===== src/rtl/axi_cache_pkg.sv =====
// Shared types for the AXI burst address decoder: burst kinds, FSM states
// and the AXI 4 KB page constant.
package axi_cache_pkg;

    typedef enum logic [1:0] {
        FIXED = 2'b00,
        INCR  = 2'b01,
        WRAP  = 2'b10
    } burst_e;

    typedef enum logic {
        IDLE,
        BURST
    } state_e;

    localparam int PAGE_BITS = 12;

endpackage


===== src/rtl/burst_next_addr.sv =====
// Combinational AXI next-beat address: FIXED holds, INCR aligns then steps,
// WRAP steps and folds back to the wrap window base.
module burst_next_addr
    import axi_cache_pkg::*;
#(
    parameter int ADDR_SIZE = 32,
    parameter int LEN_W     = 8
) (
    input  logic [ADDR_SIZE-1:0] addr_i,
    input  logic [2:0]           size_i,
    input  logic [LEN_W-1:0]     len_i,
    input  logic [1:0]           burst_i,
    input  logic [ADDR_SIZE-1:0] wrap_lo_i,
    output logic [ADDR_SIZE-1:0] next_o
);

    logic [ADDR_SIZE-1:0] bytes;
    logic [ADDR_SIZE-1:0] total;
    logic [ADDR_SIZE-1:0] step;

    always_comb begin
        bytes  = ADDR_SIZE'(1) << size_i;
        total  = (ADDR_SIZE'(len_i) + ADDR_SIZE'(1)) << size_i;
        step   = addr_i + bytes;
        next_o = addr_i;
        case (burst_e'(burst_i))
            FIXED:   next_o = addr_i;
            INCR:    next_o = (addr_i & ~(bytes - ADDR_SIZE'(1))) + bytes;
            WRAP:    next_o = (step == wrap_lo_i + total) ? wrap_lo_i : step;
            default: next_o = addr_i;
        endcase
    end

endmodule


===== src/rtl/axi_burst_addr_decode.sv =====
// AXI burst descriptor to per-beat cache address stream (tag/index/offset),
// with descriptor legality checking and back-to-back burst acceptance.
module axi_burst_addr_decode
    import axi_cache_pkg::*;
#(
    parameter int ADDR_SIZE  = 32,
    parameter int BLOCK_SIZE = 6,
    parameter int INDEX_SIZE = 7,
    parameter int LEN_W      = 8,
    parameter int MAX_SIZE   = 3,
    localparam int TAG_SIZE  = ADDR_SIZE - BLOCK_SIZE - INDEX_SIZE
) (
    input  logic                  clk,
    input  logic                  rst,
    input  logic                  in_valid,
    output logic                  in_ready,
    input  logic [ADDR_SIZE-1:0]  in_addr,
    input  logic [LEN_W-1:0]      in_len,
    input  logic [2:0]            in_size,
    input  logic [1:0]            in_burst,
    output logic                  out_valid,
    input  logic                  out_ready,
    output logic [ADDR_SIZE-1:0]  out_addr,
    output logic [TAG_SIZE-1:0]   out_tag,
    output logic [INDEX_SIZE-1:0] out_index,
    output logic [BLOCK_SIZE-1:0] out_block,
    output logic [LEN_W-1:0]      out_beat,
    output logic                  out_last,
    output logic                  out_line_new,
    output logic                  err
);

    state_e                 state_q, state_d;
    logic [ADDR_SIZE-1:0]   addr_q, addr_d;
    logic [LEN_W-1:0]       beat_q, beat_d;
    logic                   line_new_q, line_new_d;
    logic                   err_q, err_d;

    logic [LEN_W-1:0]       len_q;
    logic [2:0]             size_q;
    logic [1:0]             burst_q;
    logic [ADDR_SIZE-1:0]   wrap_lo_q;

    logic [ADDR_SIZE-1:0]   bytes_in, total_in, incr_last, wrap_lo_in, next_addr;
    logic                   legal, accept, hs, load;

    burst_next_addr #(
        .ADDR_SIZE (ADDR_SIZE),
        .LEN_W     (LEN_W)
    ) u_next (
        .addr_i    (addr_q),
        .size_i    (size_q),
        .len_i     (len_q),
        .burst_i   (burst_q),
        .wrap_lo_i (wrap_lo_q),
        .next_o    (next_addr)
    );

    // Descriptor legality is judged on the raw inputs so rejection costs no extra cycle.
    always_comb begin
        bytes_in   = ADDR_SIZE'(1) << in_size;
        total_in   = (ADDR_SIZE'(in_len) + ADDR_SIZE'(1)) << in_size;
        incr_last  = (in_addr & ~(bytes_in - ADDR_SIZE'(1))) + total_in - ADDR_SIZE'(1);
        wrap_lo_in = in_addr & ~(total_in - ADDR_SIZE'(1));
        legal      = 1'b1;
        if (in_burst == 2'b11)
            legal = 1'b0;
        if (int'(in_size) > MAX_SIZE)
            legal = 1'b0;
        if (in_burst == WRAP) begin
            if (!(in_len == LEN_W'(1) || in_len == LEN_W'(3) ||
                  in_len == LEN_W'(7) || in_len == LEN_W'(15)))
                legal = 1'b0;
            if ((in_addr & (bytes_in - ADDR_SIZE'(1))) != '0)
                legal = 1'b0;
        end
        if (in_burst == INCR &&
            incr_last[ADDR_SIZE-1:PAGE_BITS] != in_addr[ADDR_SIZE-1:PAGE_BITS])
            legal = 1'b0;
    end

    always_comb begin
        out_valid  = (state_q == BURST);
        out_last   = out_valid && (beat_q == len_q);
        hs         = out_valid && out_ready;
        in_ready   = (state_q == IDLE) || (hs && out_last);
        accept     = in_valid && in_ready;
        state_d    = state_q;
        addr_d     = addr_q;
        beat_d     = beat_q;
        line_new_d = line_new_q;
        err_d      = 1'b0;
        load       = 1'b0;
        if (accept) begin
            if (legal) begin
                state_d    = BURST;
                addr_d     = in_addr;
                beat_d     = '0;
                line_new_d = 1'b1;
                load       = 1'b1;
            end else begin
                state_d    = IDLE;
                line_new_d = 1'b0;
                err_d      = 1'b1;
            end
        end else if (hs && out_last) begin
            state_d    = IDLE;
            line_new_d = 1'b0;
        end else if (hs) begin
            addr_d     = next_addr;
            beat_d     = beat_q + LEN_W'(1);
            line_new_d = (next_addr[ADDR_SIZE-1:BLOCK_SIZE] != addr_q[ADDR_SIZE-1:BLOCK_SIZE]);
        end
    end

    always_ff @(posedge clk or posedge rst) begin
        if (rst) begin
            state_q    <= IDLE;
            addr_q     <= '0;
            beat_q     <= '0;
            line_new_q <= 1'b0;
            err_q      <= 1'b0;
        end else begin
            state_q    <= state_d;
            addr_q     <= addr_d;
            beat_q     <= beat_d;
            line_new_q <= line_new_d;
            err_q      <= err_d;
        end
    end

    // Descriptor fields are only read while BURST, so they need no reset.
    always_ff @(posedge clk) begin
        if (load) begin
            len_q     <= in_len;
            size_q    <= in_size;
            burst_q   <= in_burst;
            wrap_lo_q <= wrap_lo_in;
        end
    end

    assign out_addr     = addr_q;
    assign out_tag      = addr_q[ADDR_SIZE-1:INDEX_SIZE+BLOCK_SIZE];
    assign out_index    = addr_q[INDEX_SIZE+BLOCK_SIZE-1:BLOCK_SIZE];
    assign out_block    = addr_q[BLOCK_SIZE-1:0];
    assign out_beat     = beat_q;
    assign out_line_new = line_new_q;
    assign err          = err_q;

endmodule


===== config.mk =====
export PLATFORM = sky130hd
export DESIGN_NAME = axi_burst_addr_decode
export DESIGN_NICKNAME = d
export VERILOG_FILES = /design/src/rtl/axi_cache_pkg.sv /design/src/rtl/burst_next_addr.sv /design/src/rtl/axi_burst_addr_decode.sv
export SDC_FILE = /design/constraint.sdc
export NUM_CORES = 1
export LEC_CHECK = 0
export BUFFER_PORTS_ARGS = -buffer_cell sky130_fd_sc_hd__clkbuf_2
export CORE_ASPECT_RATIO = 1.4
export CORE_MARGIN = 5
export CORE_UTILIZATION = 65
export DETAILED_ROUTE_END_ITERATION = 16
export GPL_TIMING_DRIVEN = 0
export MAX_ROUTING_LAYER = met4
export PLACE_DENSITY = 0.86
export SLEW_MARGIN = 15
export SYNTH_ARGS = -nofsm -noshare
export SYNTH_HDL_FRONTEND = slang
export SYNTH_SLANG_ARGS = --single-unit
export TNS_END_PERCENT = 100

===== constraint.sdc =====
create_clock -name clk -period 11.05 [get_ports clk]
set_input_delay 1.105 -clock clk [delete_from_list [all_inputs] [get_ports clk]]
set_output_delay 1.105 -clock clk [all_outputs]
set_load 0.01 [all_outputs]

==> metrics.md <==
| Metric | Value |
|---|---|
| Max-cap violations | `0` |
| Final setup fails | `0` |
| Hold crit path type | `flop to flop` |
| Sequential Power Share | `approximately 22%` |
| Clk slew on worst S/H paths | `around 0.070 ns` |
| Drt drc | `0` |
| Arrival @ worst endpoint | `8.61 ns` |
| Pre-Repair DR Iteration Count | `7` |
| Sw Pwr | `1.257 mW` |
| Worst-Skew Late Latency | `around 0.35 ns` |
| Sw frac | `50.90%` |
| Commonest non-fill, non-tap cells in the layout | `nor2_1, nand2_1, clkbuf_2` |
| FFs w/ async S/R, synth | `48.86%` |
| Gate Count Post-Synth | `~1800` |
| Post-synthesis sequential area ratio | `a little under a fifth` |
| Outcome | `completed` |
| Mean Syn Cell Area | `between 7 and 8 um^2` |
| DR vias | `approximately 15000` |
| HPWL Detailed | `~42 mm` |
| Die width | `around 130 um` |
| Share of cells above drive strength 1 | `14.21%` |
| Area of the multi-input gates | `9749 um^2` |
| Largest net degree at the start of global routing | `53` |
| Power Density | `~170 nW/um^2` |
| Final Skew | `roughly 0.011 ns` |
| Routed WL | `around 52 mm` |
| Area leader, netlist | `edfxtp_1` |
| Syn_nets | `1920` |
| Final Power | `approximately 2.5 mW` |
| Crit start category | `input port` |
| CP required | `roughly 11 ns` |
| Fin. max-slew vios | `0` |
| # fillers | `1716` |
| Total internal power | `approximately 1.2 mW` |
| Final hold viol count | `0` |
| Final Critical Period | `about 8.4 ns` |
| Antenna viol nets, final | `0` |
| Least-Margin Pin Slew | `0.9690 ns` |
| Initial Utilization | `about 65%` |
| Die area | `about 24000 um^2` |
| Drt wl/cell | `~24 um` |
| Port Buffers | `124` |
| Initial antenna violation count | `1` |
| Resized cells post-CTS | `0` |
| Post-CTS Setup Inserts | `0` |
| Area Growth Syn to Fin | `9.409%` |
| Worst slew margin | `~34%` |
| CTS sink count | `88` |
| Commonest non-fill, non-tap cell in the layout | `nor2_1` |
| Ys flop type | `edfxtp_1` |
| Placed Instances | `around 2200` |
| Initial DRC count | `~1800` |
| Non-Filler Instances | `between 2000 and 2500` |
| Crit Path Category | `input port to flop` |
| Top cell type's share of synthesized area | `10.12%` |
| RSZ-0062 raised after global routing | `no` |
| Final period util | `76.23%` |
| Comb pwr share | `between 60% and 70%` |
| DR vias/cell | `around 7.0` |
| H-tree level count | `3` |
| CTS Buf Count | `9` |
| Gr usage total | `43.40%` |
| Post-synth EDFFs | `between 40 and 50` |
| CP max FO | `52` |
| Count of different cell masters after synthesis | `99` |
| Setup TNS | `0 ns` |
| Fin nets | `2056` |
| Root Buffer | `clkbuf_16` |
| Flip-flop and latch count after synthesis | `between 80 and 90` |
| Clock buffer depth | `2` |
| First-pass GRT wire length | `around 80 mm` |
| GP Congestion | `roughly 1.2` |
| Leakage | `6.194 nW` |
| GRT Residual Overflow | `0` |
| Final instance area | `roughly 15000 um^2` |
| I/O Pins | `around 130` |
| CTS tree | `done` |
| Placed Area | `approximately 14000 um^2` |
| Rows | `between 60 and 70` |
| Die span in y | `~180 um` |
| CTS Hold Bufs | `0` |
| Post-Synthesis Cell Area | `13350 um^2` |
| Worst Setup End Kind | `flop` |
| Area taken by flip-flops and latches | `roughly 2400 um^2` |
| CORE AREA | `about 20000 um^2` |
| Clk pwr share | `around an eighth` |
| Fmax | `roughly 120 MHz` |
| Ranking of synthesized cells by area | `edfxtp_1, dfrtp_1, ha_1` |
| Synth Warn # | `0` |
| Max VDD drop | `~0.098 mV` |
| Number of global-route vias before repair | `roughly 15000` |
logic make-up (layout without fill, tap and decap cells):
family / Yosys count / after routing / share of synthesized area [%]
AO/OA/AOI/OAI: 501 / 501 / 25.87
AND/OR/NAND/NOR: 641 / 641 / 23.45
adder cells (fa/ha/maj): 85 / 85 / 8.059
other: 0 / 1 / 0
buffers and inverters: 262 / 403 / 8.799
flip-flops: 88 / 88 / 18.18
XOR/XNOR: 154 / 154 / 11.26
multiplexers: 56 / 56 / 4.376
final timing paths:
check                            start           end  slack [ns]  cells past startpoint
max                         in_size[0]  out_line_new        2.63                     28
min                        out_beat[7]   out_beat[7]        0.60                      2
max reg2reg                  size_q[0]  out_line_new        2.74                     26
min reg2reg                out_beat[7]   out_beat[7]        0.60                      2
max in group asynchronous          rst  out_addr[19]        9.88                      3
min in group asynchronous          rst   out_beat[5]        0.67                      2
per-layer routing:
metal  track usage [%]  up-vias  routed length, um
li1                  -     6745                  -
met2             69.22     1079              24080
met4             31.57        0               4582
met1             49.52     7083              18320
met3             6.152      314               5163
met5                 -        -                  0
worst max-delay path, stage by stage:
cell and delay [ns]:
clkbuf_2 0.08, buf_2 0.21, buf_1 0.35, buf_1 0.38, nand2_1 0.10, ha_1 0.20
clkbuf_1 0.19, nand2_1 0.25, clkbuf_1 0.49, nand2_1 0.11, ha_1 0.29, inv_1 0.04
ha_1 0.33, and2_1 0.17, a31o_2 0.23, a21oi_1 0.28, o32ai_1 0.14, a21o_1 0.16
or4_1 0.51, or3_1 0.39, or4_4 0.55, o31ai_4 0.42, and2_1 0.19, buf_4 0.55
nor3_1 0.14, o311a_1 0.17, o2111a_1 0.14, a41oi_1 0.41
Yosys cell counts (all sizes together) (11+ instances only):
library cell / count
xnor2: 86
dfrtp: 43
inv: 116
edfxtp: 45
o31ai: 14
mux2: 19
nor2b: 22
a22oi: 11
a21o: 19
mux2i: 37
o21bai: 12
and2: 24
nand4: 39
o21ai: 115
ha: 82
nor4: 18
and3: 26
nand2: 169
buf: 66
a21oi: 121
nand3: 53
xor2: 57
nor3: 48
o22ai: 25
o211ai: 27
o21a: 11
o2111ai: 12
nor2: 178
clkbuf: 79
a211oi: 17
nand2b: 14
or3: 14
cell type report:
cell class | instances | area share [%]
antenna | 1 | 0.01713
buffer | 145 | 5.036
clock buffer | 9 | 1.542
clock inverter | 7 | 0.4625
inverter | 117 | 3.006
multi-input combinational | 1437 | 66.74
sequential | 88 | 16.62
tap | 256 | 2.193
timing repair buffer | 125 | 4.385
flip-flops by register name, summed over array words and instances, names as in the netlist:
signal / cells
out_addr: 32
wrap_lo_q: 32
len_q: 8
out_beat: 8
size_q: 3
burst_q: 2
err: 1
out_line_new: 1
out_valid: 1
stage by stage:
step | util (%) | hold slack (ns) | setup WS (ns)
after floorplan | - | 0.5634 | 4.141
after global placement | 70.05 | 0.5634 | 2.671
after detailed placement | 70.15 | 0.5769 | 2.561
after CTS | 71.59 | 0.5915 | 2.883
after global routing | 71.60 | 0.6179 | 2.272
final | 71.60 | 0.5979 | 2.626
power groups by stage:
stage	Sequential (mW)	Combinational (mW)	Clock [mW]
2_1_floorplan	0.533	1.06	0
3_3_place_gp	0.540	1.52	0
3_5_place_dp	0.545	1.56	0
4_1_cts	0.539	1.57	0.305
5_1_grt	0.552	1.71	0.317
6_report	0.548	1.62	0.306
Power figures use the tool's default switching activity.
